--- src/rtl/mux16to1_rr_arbiter_if.sv ---
// Bus bundle between the requester bank, the round-robin arbiter and the consumer of f.
interface mux16to1_rr_arbiter_if;
    logic [0:15] req;
    logic [0:15] w;
    logic        ready;
    logic [3:0]  s16;
    logic [0:15] grant;
    logic        valid;
    logic        f;

    // Requester/consumer side drives requests, data and ready.
    modport master (
        output req, w, ready,
        input  s16, grant, valid, f
    );

    // Arbiter side.
    modport slave (
        input  req, w, ready,
        output s16, grant, valid, f
    );
endinterface

--- src/rtl/mux16to1_rr_arbiter.sv ---
// Round-robin arbiter and select sequencer for a shared 16:1 mux; a grant holds for
// at most MAX_HOLD accepted transfers before rotating to the next requester.
module mux16to1_rr_arbiter #(
    parameter int unsigned MAX_HOLD = 4
) (
    input  logic                     clk,
    input  logic                     rst,
    mux16to1_rr_arbiter_if.slave     bus
);

    localparam int unsigned IDX_W = 4;
    localparam int unsigned N_REQ = 16;

    localparam logic [0:0] IDLE  = 1'b0;
    localparam logic [0:0] GRANT = 1'b1;

    logic [0:0]       state, state_nxt;
    logic [IDX_W-1:0] sel, sel_nxt;
    logic [IDX_W-1:0] last, last_nxt;
    logic [IDX_W-1:0] cnt, cnt_nxt;
    logic [0:15]      grant_q, grant_nxt;

    logic [IDX_W-1:0] pick_base;
    logic [IDX_W-1:0] pick_idx;
    logic [IDX_W-1:0] cand;
    logic             pick_hit;
    logic [0:15]      pick_oh;

    logic             valid_c;
    logic             accept_c;
    logic             release_c;
    logic [IDX_W-1:0] cnt_inc;

    assign valid_c   = (state == GRANT) && bus.req[sel];
    assign accept_c  = valid_c && bus.ready;
    assign cnt_inc   = cnt + IDX_W'(1);
    assign release_c = !bus.req[sel] || (accept_c && (cnt_inc == IDX_W'(MAX_HOLD)));

    assign bus.valid = valid_c;
    assign bus.f     = valid_c & bus.w[sel];
    assign bus.s16   = sel;
    assign bus.grant = grant_q;

    // Circular search starting just past the base; the base itself is tried last.
    always_comb begin
        pick_base = (state == GRANT) ? sel : last;
        pick_idx  = pick_base;
        pick_hit  = 1'b0;
        cand      = '0;
        pick_oh   = '0;
        for (int i = 1; i <= int'(N_REQ); i++) begin
            cand = pick_base + IDX_W'(i);
            if (!pick_hit && bus.req[cand]) begin
                pick_hit = 1'b1;
                pick_idx = cand;
            end
        end
        pick_oh[pick_idx] = 1'b1;
    end

    // Next-state logic.
    always_comb begin
        state_nxt = state;
        sel_nxt   = sel;
        last_nxt  = last;
        cnt_nxt   = cnt;
        grant_nxt = grant_q;
        case (state)
            IDLE: begin
                if (pick_hit) begin
                    state_nxt = GRANT;
                    sel_nxt   = pick_idx;
                    grant_nxt = pick_oh;
                    cnt_nxt   = '0;
                end
            end
            GRANT: begin
                if (release_c) begin
                    last_nxt = sel;
                    cnt_nxt  = '0;
                    // Back-to-back handover when anyone is still asking.
                    if (pick_hit) begin
                        sel_nxt   = pick_idx;
                        grant_nxt = pick_oh;
                    end else begin
                        state_nxt = IDLE;
                        grant_nxt = '0;
                    end
                end else if (accept_c) begin
                    cnt_nxt = cnt_inc;
                end
            end
            default: begin
                state_nxt = IDLE;
                grant_nxt = '0;
            end
        endcase
    end

    always_ff @(posedge clk or posedge rst) begin
        if (rst) begin
            state   <= IDLE;
            sel     <= '0;
            last    <= IDX_W'(15);
            cnt     <= '0;
            grant_q <= '0;
        end else begin
            state   <= state_nxt;
            sel     <= sel_nxt;
            last    <= last_nxt;
            cnt     <= cnt_nxt;
            grant_q <= grant_nxt;
        end
    end

endmodule

--- src/flat_wrapper.sv ---
// flat-port wrapper written by rule: the top's interface ports become plain ports
module mux16to1_rr_arbiter_flat 
#(
    parameter int unsigned MAX_HOLD = 4
)
  (clk, rst, bus_req, bus_w, bus_ready, bus_s16, bus_grant, bus_valid, bus_f);
  mux16to1_rr_arbiter_if bus_i ();
  input  logic clk;
  input  logic rst;
  input wire logic [$bits(bus_i.req)-1:0] bus_req;
  input wire logic [$bits(bus_i.w)-1:0] bus_w;
  input wire logic [$bits(bus_i.ready)-1:0] bus_ready;
  output wire logic [$bits(bus_i.s16)-1:0] bus_s16;
  output wire logic [$bits(bus_i.grant)-1:0] bus_grant;
  output wire logic [$bits(bus_i.valid)-1:0] bus_valid;
  output wire logic [$bits(bus_i.f)-1:0] bus_f;
  assign bus_i.req = bus_req;
  assign bus_i.w = bus_w;
  assign bus_i.ready = bus_ready;
  assign bus_s16 = bus_i.s16;
  assign bus_grant = bus_i.grant;
  assign bus_valid = bus_i.valid;
  assign bus_f = bus_i.f;
  mux16to1_rr_arbiter #(.MAX_HOLD(MAX_HOLD)) u_core (.clk(clk), .rst(rst), .bus(bus_i));
endmodule
--- config.mk ---
export PLATFORM = sky130hd
export DESIGN_NAME = mux16to1_rr_arbiter_flat
export DESIGN_NICKNAME = d
export VERILOG_FILES = /design/src/rtl/mux16to1_rr_arbiter_if.sv /design/src/rtl/mux16to1_rr_arbiter.sv /design/src/flat_wrapper.sv
export SDC_FILE = /design/constraint.sdc
export NUM_CORES = 1
export LEC_CHECK = 0
export ABC_AREA = 1
export BUFFER_PORTS_ARGS = -buffer_cell sky130_fd_sc_hd__buf_2
export CAP_MARGIN = 10
export CELL_PAD_IN_SITES_DETAIL_PLACEMENT = 1
export CELL_PAD_IN_SITES_GLOBAL_PLACEMENT = 2
export CORE_MARGIN = 2
export CORE_UTILIZATION = 27
export CTS_CLUSTER_DIAMETER = 60
export DETAILED_ROUTE_END_ITERATION = 7
export PLACE_DENSITY_LB_ADDON = 0.1
export SLEW_MARGIN = 20
export SYNTH_ARGS = -nofsm -noshare
export SYNTH_HDL_FRONTEND = slang
export SYNTH_SLANG_ARGS = --single-unit
export TNS_END_PERCENT = 30
--- constraint.sdc ---
create_clock -name clk -period 4 [get_ports clk]
set_input_delay 0.8 -clock clk [delete_from_list [all_inputs] [get_ports clk]]
set_output_delay 0.8 -clock clk [all_outputs]
set_load 0.005 [all_outputs]
==> flow_summary_export.csv <==
group,metric,value,unit
status,status,"finished clean",
logic_synthesis,yosys.area.top_type_share,0.230,
grt,grt.total_usage,0.205,
setup_path,cpMaxStageDelayCell,"dfrtp_2",
timing,fin_crit,3.73,ns
die,dieArea,0.0152,mm2
layout,layout_common_cells,"226 x nand2_1, 103 x nand3_1, 67 x inv_1",
drt,drc,0,
setup_path,cp_max_fo,7,
placement,gp_congestion,0.853,
cts,cts_tree,"built",
cts,path_clk_slew,0.05,ns
grt,grt-ovfl-total,0,
layout,syn_to_final_growth,34.6,%
logic_synthesis,synth_top_area_cell,"nand2_1",
layout,final_nets,811,
placement,portBuffers,56,
drt,routed_wl,15.2,mm
die,die_x,123,um
logic_synthesis,yosysWarnings,0,
logic_synthesis,yosys-top-cells-area,"nand2_1 23%, dfrtp_1 16%, nand3_1 14%",
drt,routedWlPerCell,16.1,um
die,start_util,0.276,
setup_path,critPathMaxStageDelay,0.45,ns
setup_path,arrival,3.89,ns
logic_synthesis,syn-num-nets,695,
timing,finalSetupViolCount,0,
run,max_cap_viol_count,0,
die,die_h,123,um
layout,drive_gt1_frac,0.293,
logic_synthesis,synth_flop_cell,"dfrtp_1",
worst_hold_path,hold_class,"reg2reg",
cts,cts_buffers,5,
setup_path,worstPathRequired,4.16,ns
setup_path,cp-end-kind,"flop",
die,core_area,0.0139,mm2
timing,slew_headroom,0.571,
cts,clkSinkCount,29,
timing,fmax,268,MHz
drt,first_iter_violations,250,
drt,first_pass_iters,4,
logic_synthesis,seq_area_frac_synth,0.191,
cts,cts_buffer_depth,2,
drt,viasPerCell,4.95,
logic_synthesis,synth_edf_count,0,
grt,grt_pass1_vias,4728,
logic_synthesis,yosysUniqueCellTypes,47,
grt,antenna_found_initial,0,
timing,finalCritPeriodShare,0.932,
logic_synthesis,async_flop_share,1.00,
placement,postPlaceCellArea,0.00463,mm2
logic_synthesis,netlist_instances,651,
logic_synthesis,ys_ff_latch,29,
die,io_pins,57,
logic_synthesis,avgSynthCellArea,5.88,um2
drt,num_vias,4695,
placement,dpl.hpwl,12.4,mm
timing,maxSlewViolCount,0,
cts,cts_hold_buf,0,
timing,tightestPinTransition,0.636,ns
die,placementRows,43,
drt,ant_nets,0,
cts,clkLatencyLatePin,0.27,ns
grt,grt_max_degree,30,
setup_path,cp_common_cell,"nand2_1",
cts,htree_levels,2,
setup_path,worst_setup_path_start_kind,"flop",
logic_synthesis,syn_area,0.00383,mm2
layout,final_common_cell,"nand2_1",
timing,hold_viol,0,
cts,cts-root-buf,"clkbuf_16",
layout,stdcell_area,0.00515,mm2
grt,grt_pass1_wl,24.2,mm
setup_path,worstSetupPathType,"reg2reg",
timing,skew,0.00645,ns
layout,n_antenna_cell,0,
logic make-up (layout without fill, tap and decap cells):
group                      after synthesis  in the layout  share of synthesized area
DFF                                     29             29                      0.191
AOI/OAI and AO/OA                       88             88                      0.130
adders and majority gates                9              9                     0.0294
xor gates and xnor gates                 6              6                     0.0206
buffers and inverters                  104            221                      0.116
and+or+nand+nor                        415            415                      0.513
what timing repair did:
item                       4_1_cts  5_1_grt
resized for setup                0       51
buffers inserted                 0       17
setup endpoints to repair        0       22
layout make-up:
type | instances | area (um2)
Timing Repair inverter | 1 | 7.51
Clock inverter | 1 | 30.0
Fill cell | 1838 | 8730
Clock buffer | 7 | 143
Timing Repair Buffer | 127 | 862
Sequential cell | 29 | 732
Multi-Input combinational cell | 518 | 2830
Inverter | 85 | 328
Tap cell | 180 | 225
worst paths after layout:
kind | from | end | slack (ns) | depth (start not counted)
max | u_core.state | u_core.bus.grant[10] | 0.27 | 29
min | u_core.bus.grant[5] | u_core.bus.grant[5] | 0.48 | 2
max reg2reg | u_core.state | u_core.bus.grant[10] | 0.27 | 29
min reg2reg | u_core.bus.grant[5] | u_core.bus.grant[5] | 0.48 | 2
max in group asynchronous | rst | u_core.state | 2.95 | 2
min in group asynchronous | rst | u_core.bus.grant[14] | 0.61 | 2
layer usage:
metal | track usage | wire length, um | vias up | share of wire
li1 | - | - | 2347 | -
met1 | 0.275 | 7100 | 2258 | 0.47
met2 | 0.365 | 7530 | 77 | 0.49
met3 | 0.0120 | 449 | 13 | 0.029
met4 | 0.0362 | 161 | 0 | 0.011
met5 | 0 | 0 | - | 0
registers in the layout, indices dropped and copies added (netlist names):
register,count
u_core.bus.grant,16
u_core.bus.s16,4
u_core.cnt,4
u_core.last,4
u_core.state,1
worst max-delay path: cells and delay by family (launching register included):
kind,cells,cell delay [ns]
simple gates,17,1.45
compound gates,5,0.64
fa+ha+maj,1,0.18
flops,1,0.45
buf+inv,6,0.88
cells in the mapped netlist, drive strengths merged (5+ instances only):
master,count
nand4,12
a31oi,5
dfrtp,25
a21oi,29
nand3,114
nand2,252
nor2,26
nand3b,5
ha,9
clkbuf,6
inv,83
o21ai,44
buf,13
through the flow:
step / cells / setup slack, ns / utilization / hold slack, ns / TNS [ns]
finish: 948 / 0.272 / 0.371 / 0.476 / 0
global route: 948 / -0.0148 / 0.371 / 0.501 / -0.0426
CTS: 930 / 0.0517 / 0.346 / 0.481 / 0
detailed placement: 922 / 0.0648 / 0.334 / 0.466 / 0
global placement: 922 / 0.134 / 0.334 / 0.462 / 0
floorplan: 651 / 0.106 / - / 0.472 / 0
Power is left out: the tool's default activity adds up to more than one toggle a clock period on the data nets, which glitch-free logic cannot reach.
